[src/rtl/serial_add_arbiter.sv]
// Shares one bit-serial adder between two requesters with round-robin arbitration.
// Latency: rsp_valid rises WIDTH edges after the accept edge; at best one op per WIDTH+2 cycles.
// Backpressure: rsp_ready low in DONE freezes all outputs and holds both req readies low.
module serial_add_arbiter #(
    parameter int WIDTH = 8
) (
    input  logic             clk,
    input  logic             reset_n,

    input  logic             req0_valid,
    output logic             req0_ready,
    input  logic [WIDTH-1:0] req0_a,
    input  logic [WIDTH-1:0] req0_b,
    input  logic             req0_cin,

    input  logic             req1_valid,
    output logic             req1_ready,
    input  logic [WIDTH-1:0] req1_a,
    input  logic [WIDTH-1:0] req1_b,
    input  logic             req1_cin,

    output logic             rsp_valid,
    input  logic             rsp_ready,
    output logic             rsp_id,
    output logic [WIDTH-1:0] rsp_sum,
    output logic             rsp_cout,

    output logic             busy
);

    // Counter must be able to hold WIDTH, hence clog2(WIDTH+1).
    localparam int CW = $clog2(WIDTH + 1);
    localparam logic [CW-1:0] LAST_BIT = CW'(WIDTH - 1);

    typedef enum logic [1:0] {
        IDLE = 2'd0,
        ADD  = 2'd1,
        DONE = 2'd2
    } state_t;

    state_t           state;
    state_t           state_nxt;

    // Operand shift registers, carry flip-flop, sum collector and bookkeeping.
    logic [WIDTH-1:0] a_q;
    logic [WIDTH-1:0] b_q;
    logic [WIDTH-1:0] sum_q;
    logic             carry_q;
    logic [CW-1:0]    cnt_q;
    logic             id_q;
    logic             last_id;

    logic             grant0;
    logic             grant1;
    logic             accept;
    logic             last_bit;
    logic             sum_bit;
    logic             carry_nxt;
    logic [WIDTH:0]   sum_ext;
    logic [WIDTH-1:0] sum_shift;

    // Round-robin grant: a lone requester wins; on a tie the one not served last wins.
    always_comb begin
        grant0 = 1'b0;
        grant1 = 1'b0;
        if (req0_valid && req1_valid) begin
            if (last_id) begin
                grant0 = 1'b1;
            end else begin
                grant1 = 1'b1;
            end
        end else begin
            grant0 = req0_valid;
            grant1 = req1_valid;
        end
    end

    // One full-adder slice on the current LSBs; the new sum bit enters at the MSB
    // so that after WIDTH shifts bit 0 of the result lands at position 0.
    always_comb begin
        sum_bit   = a_q[0] ^ b_q[0] ^ carry_q;
        carry_nxt = (a_q[0] & b_q[0]) | (carry_q & (a_q[0] ^ b_q[0]));
        sum_ext   = {sum_bit, sum_q};
        sum_shift = sum_ext[WIDTH:1];
        last_bit  = (cnt_q == LAST_BIT);
    end

    // State register.
    always_ff @(posedge clk or negedge reset_n) begin
        if (!reset_n) begin
            state <= IDLE;
        end else begin
            state <= state_nxt;
        end
    end

    // Next-state and control outputs. Readies are gated by reset_n so nothing
    // looks acceptable while the block is held in reset.
    always_comb begin
        state_nxt  = state;
        req0_ready = 1'b0;
        req1_ready = 1'b0;
        rsp_valid  = 1'b0;
        busy       = 1'b0;
        accept     = 1'b0;
        case (state)
            IDLE: begin
                req0_ready = grant0 & reset_n;
                req1_ready = grant1 & reset_n;
                accept     = grant0 | grant1;
                if (accept) begin
                    state_nxt = ADD;
                end
            end
            ADD: begin
                busy = 1'b1;
                if (last_bit) begin
                    state_nxt = DONE;
                end
            end
            DONE: begin
                busy      = 1'b1;
                rsp_valid = 1'b1;
                if (rsp_ready) begin
                    state_nxt = IDLE;
                end
            end
            default: begin
                state_nxt = IDLE;
            end
        endcase
    end

    // Datapath: capture the granted request on accept, then shift one bit per ADD cycle.
    // Nothing changes in DONE, which keeps the response stable under backpressure.
    always_ff @(posedge clk or negedge reset_n) begin
        if (!reset_n) begin
            a_q     <= '0;
            b_q     <= '0;
            sum_q   <= '0;
            carry_q <= 1'b0;
            cnt_q   <= '0;
            id_q    <= 1'b0;
            last_id <= 1'b1;
        end else begin
            if (state == IDLE && accept) begin
                a_q     <= grant1 ? req1_a   : req0_a;
                b_q     <= grant1 ? req1_b   : req0_b;
                carry_q <= grant1 ? req1_cin : req0_cin;
                id_q    <= grant1;
                last_id <= grant1;
                cnt_q   <= '0;
            end else if (state == ADD) begin
                a_q     <= a_q >> 1;
                b_q     <= b_q >> 1;
                carry_q <= carry_nxt;
                sum_q   <= sum_shift;
                cnt_q   <= cnt_q + CW'(1);
            end
        end
    end

    // Response fields come straight from the registers; after the last bit the
    // carry flip-flop holds the carry out of bit WIDTH-1.
    always_comb begin
        rsp_id   = id_q;
        rsp_sum  = sum_q;
        rsp_cout = carry_q;
    end

endmodule

[config.mk]
export PLATFORM = sky130hd
export DESIGN_NAME = serial_add_arbiter
export DESIGN_NICKNAME = d
export VERILOG_FILES = /design/src/rtl/serial_add_arbiter.sv
export SDC_FILE = /design/constraint.sdc
export NUM_CORES = 1
export LEC_CHECK = 0
export ABC_AREA = 1
export CELL_PAD_IN_SITES_DETAIL_PLACEMENT = 0
export CELL_PAD_IN_SITES_GLOBAL_PLACEMENT = 2
export CORE_UTILIZATION = 31
export CTS_BUF_LIST = sky130_fd_sc_hd__clkbuf_2
export DETAILED_ROUTE_END_ITERATION = 12
export GPL_TIMING_DRIVEN = 1
export PLACE_DENSITY_LB_ADDON = 0.1
export SLEW_MARGIN = 30
export SYNTH_ARGS = -nofsm -noshare
export SYNTH_HDL_FRONTEND = slang
export SYNTH_SLANG_ARGS = --single-unit
export TNS_END_PERCENT = 30
[constraint.sdc]
create_clock -name clk -period 3.03 [get_ports clk]
set_input_delay 0.303 -clock clk [delete_from_list [all_inputs] [get_ports clk]]
set_output_delay 0.303 -clock clk [all_outputs]
set_load 0.02 [all_outputs]
# Word level (Yosys, flattened, before mapping)
# Cells that the tools add are included.
[totals]
register_bits = 33
inputBits = 39
out_inout_bits = 14
word_cells = 55
[op_classes]
addsub = 1
eq_ne = 6
n_mux = 24
bitwise = 9
reduce_logical = 7
[op_table]
columns = ["operator", "count"]
rows = [
  ["2-to-1 mux 8 bit", 6],
  ["2-to-1 mux 1 bit", 12],
  ["2-to-1 mux 4 bit", 2],
  ["2-to-1 mux 2 bit", 3],
  ["inequality test 2 bit (second input constant)", 3],
  ["case mux 2 bit (3 select lines)", 1],
  ["adder 4 x 1 -> 4 bit (second input constant)", 1],
  ["AND 1 bit", 4],
  ["== test 4 x 3 -> 1 bit (second input constant)", 1],
  ["AND reduction 3 bit", 1],
  ["== test 2 x 1 -> 1 bit (second input constant)", 1],
  ["== test 2 bit (second input constant)", 1],
  ["logical AND 1 bit", 2],
  ["logical NOT 2 bit", 1],
  ["bitwise OR 1 bit", 2],
  ["AND reduction 2 bit", 1],
  ["nonzero test 2 bit", 1],
  ["OR reduction 2 bit", 1],
  ["XOR 1 bit", 2],
  ["NOT 1 bit", 1],
]

# Logic depth before layout (Yosys ltp)
[depth]
depth_word = 7
ltp_mapped = 7
ltp_nobuf = 7

# Least setup slack after synthesis
# No wires, ideal clock.
[synth_path]
kind = "reg2out"
from = "register state[0]"
to = "output port req0_ready"
arrival_ps = 1320
t_required_ps = 2727
setup_slack_ps = 1407
path_stages_with_launch = 5
n_path_buf = 0
cell_sequence = "dfrtp_1 -> inv_1 -> ha_1 -> nand2_1 -> a211oi_1"
[synth_via]
elab_chain_len = 2
[synth_lines]
columns = ["element", "line", "source"]
rows = [
  ["start, declared", "41", "state_t state;"],
  ["start signal, assigned", "93", "state <= state_nxt;"],
  ["logical NOT 2 bit", "106", "case (state)"],
  ["2-to-1 mux 1 bit", "106", ""],
  ["end, declared", "11", "output logic req0_ready,"],
]
# Every way passes these cells.

# Worst setup path in the final report
[layout_path]
from = "register state[1]"
to = "output port req0_ready"
# The elaborated chain is that of the path after synthesis.

==> impl_metrics.toml <==
[outcome]
status = "complete, no violations"

[critical_path]
end_kind = "primary output"
cpPeakStageDelay_ns = 0.64
critPathLaunchType = "flip-flop"
crit_fanout = 6
crit_family = "buffers and inverters"
cp.arrival_ns = 2.11
worst_ep_required_time_ns = 2.73
r2r_cells = 7
crit_cells = 5
path_cells = "inv_1, ha_1, nand2_1, a211oi_1, clkdlybuf4s50_1"
crit_buf_inv = 2
critical_path_class = "reg -> out"
crit_slowest_cell = "clkdlybuf4s50_1"

[timing]
rsz0062_at_grt = "no"
finalCritPeriodShare_pct = 79.72
tightest_slew_ns = 0.5062
maxSlewViolCount = 0
skew_ns = 0.01974
final_hold_viol_count = 0
min_period_ns = 2.416
slew-limit-headroom_pct = 66.13
tns_ns = 0
holdWs_ns = 0.3951
fmax_mhz = 414.0
setup_viol = 0

[synthesis]
netlist.area_leader.share_pct = 39.65
synth_edf_count = 0
synth.top_cells.by_count = "53 x nand2_1, 39 x inv_1, 32 x dfrtp_1, 24 x nand3_1, 19 x nor2_1"
yosys.area_share.adder_pct = 3.470
synthMuxAreaShare_pct = 0
postSynthAreaPerCell_sq_um = 8.046
synth_top_family_by_area = "simple AND/OR/NAND/NOR gates"
ys_warn_count = 0
ys_seq_area_share_pct = 40.95
synthMostInstantiatedCell = "nand2_1"
ys_async_sr_fraction_pct = 100.0
syn_inst = 251
syn_area_sq_mm = 0.002019
syn-num-nets = 295
synthSimpleGateAreaFrac_pct = 28.13
synth_seq_cells = 33
ys_types = 30
synth_xor_xnor_area_share_pct = 0
synth_compound_area_share_pct = 14.37
synth_top_area_cell = "dfrtp_1"
yosys-top-cells-area = "dfrtp_1 40%, nand2_1 9.9%, inv_1 7.2%, nand3_1 5.9%, nand3_2 4.0%"
synth_ff_type = "dfrtp_1"

[grt]
antenna_found_initial = 0
grt-ovfl-total = 0
grt_pass1_vias = 1627
grt_max_degree = 34
grt.total_usage_pct = 14.94
grt_pass1_wl_mm = 7.679

[floorplanning]
die_height_microns = 82.71
dieArea_sq_mm = 0.006841
core_sq_mm = 0.006314
start_util_pct = 31.99
num_io_pins = 53
die_width_microns = 82.71
num_rows = 29

[placement]
port_buffers = 52
post-dp-hpwl_mm = 3.060
dp.cells = 373
gp_congestion = 0.7087

[detailed_routing]
wirelength_mm = 4.374
dr_total_vias = 1708
drt-initial-drc-count = 46
vias_per_cell = 4.483
ant_nets = 0
dr.pass1.iters = 4
drc = 0
wl_per_cell_microns = 11.48

[clock_tree]
htree_levels = 2
cts-buffers-inserted = 5
path_clk_slew_ns = 0.19
cts_resized = 0
cts_setup_buffers = 0
cts_sinks = 33
tritoncts = "built"
clock_path_buffers = 2
clock_latency_ns = 0.36
cts_hold_buf = 0
cts_root_buf = "clkbuf_2"

[hold_path]
hold_path.class = "in -> async"

[finish]
final_cell_count_no_fill = 381
drive_gt1_share_pct = 15.13
fill_cells = 696
fin_nets = 347
diodes = 0
area_growth_pct = 28.81

[power]
peakVddDrop_mv = 0.4419
power.density_mw_per_mm2 = 854.1
p_leak_nw = 1.249

[run]
drv_cap = 0
==> report_power, final <==
part	switching [W]	internal [W]	leakage, nW	total (W)
registers	0.000137	0.000650	0.408	0.000787
clock network	0.000149	0.0000507	0.0278	0.000200
logic	0.000729	0.000506	0.813	0.00123
==> cells by family (layout without fill, tap and decap cells) <==
group                    count (synthesis)  count (layout)
flip-flops                              33              33
buffers and inverters                   54             107
AO/OA/AOI/OAI                           44              44
AND/OR/NAND/NOR                        115             115
adder cells (fa/ha/maj)                  5               5
==> flip-flops by register name (all words and copies together) (netlist names) <==
signal	cells
cnt_q	4
rsp_sum	8
rsp_id	1
a_q	8
last_id	1
state	2
rsp_cout	1
b_q	8
==> metrics by stage <==
stage | cell area (sq um) | setup slack [ns] | util, % | total power, W
4_1_cts | 2601 | 0.5594 | 41.20 | 0.002259
2_1_floorplan | 2019 | 1.407 | - | 0.001740
3_3_place_gp | 2564 | 0.8633 | 40.61 | 0.002053
6_report | 2601 | 0.6144 | 41.20 | 0.002222
3_5_place_dp | 2564 | 0.8408 | 40.61 | 0.002056
5_1_grt | 2601 | 0.4338 | 41.20 | 0.002440
==> metal layers <==
layer | up-vias | global-route usage, % | part of all wire, %
met4 | 0 | 4.138 | 0.66
met1 | 776 | 19.18 | 48
met2 | 34 | 25.57 | 48
met5 | - | 0 | 0
li1 | 896 | - | -
met3 | 2 | 2.637 | 3.5
==> area by class of cell <==
cell class                 count  area [sq um]  share of cell area, %
tap                           77         96.34                  3.704
clock buffer                   5         25.02                 0.9620
sequential                    33         827.0                  31.79
clock inverter                 3         12.51                 0.4810
timing repair buffer          56         550.5                  21.16
inverter                      43         161.4                  6.205
multi-input combinational    164         928.4                  35.69
==> worst register-to-register path: stages, from the launching register on <==
cell and delay, ns:
dfrtp_1 0.44, inv_1 0.09, ha_1 0.29, nand2_2 0.36
nand2_4 0.32, inv_1 0.09, nand2_1 0.06, o21ai_1 0.06
==> cells in the final DEF, fill, tap and decap left out, drive strengths merged <==
cell | Yosys | routed
a211oi | 1 | 1
nor3 | 1 | 1
nand2 | 58 | 58
o21ai | 25 | 25
clkbuf | 1 | 5
nor2 | 21 | 21
nor3b | 1 | 1
buf | 10 | 4
a21oi | 18 | 18
dfrtp | 32 | 32
clkinv | 0 | 3
fa | 1 | 1
inv | 43 | 43
ha | 4 | 4
dfstp | 1 | 1
nand3 | 32 | 32
clkdlybuf4s50 | 0 | 52
nand4 | 2 | 2
==> path summary, 6_finish.rpt <==
| check | endpoint | startpoint | slack (ns) |
|---|---|---|---|
| setup / recovery | req0_ready | state[1] | 0.61 |
| hold / removal | rsp_id | reset_n | 0.40 |
| setup reg to reg | b_q[7] | state[1] | 1.26 |
| hold reg to reg | rsp_sum[3] | rsp_sum[3] | 0.51 |
| max in group asynchronous | last_id | reset_n | 2.30 |
| min in group clk | rsp_sum[3] | rsp_sum[3] | 0.51 |
No activity file was read; power rests on OpenSTA's default activity.
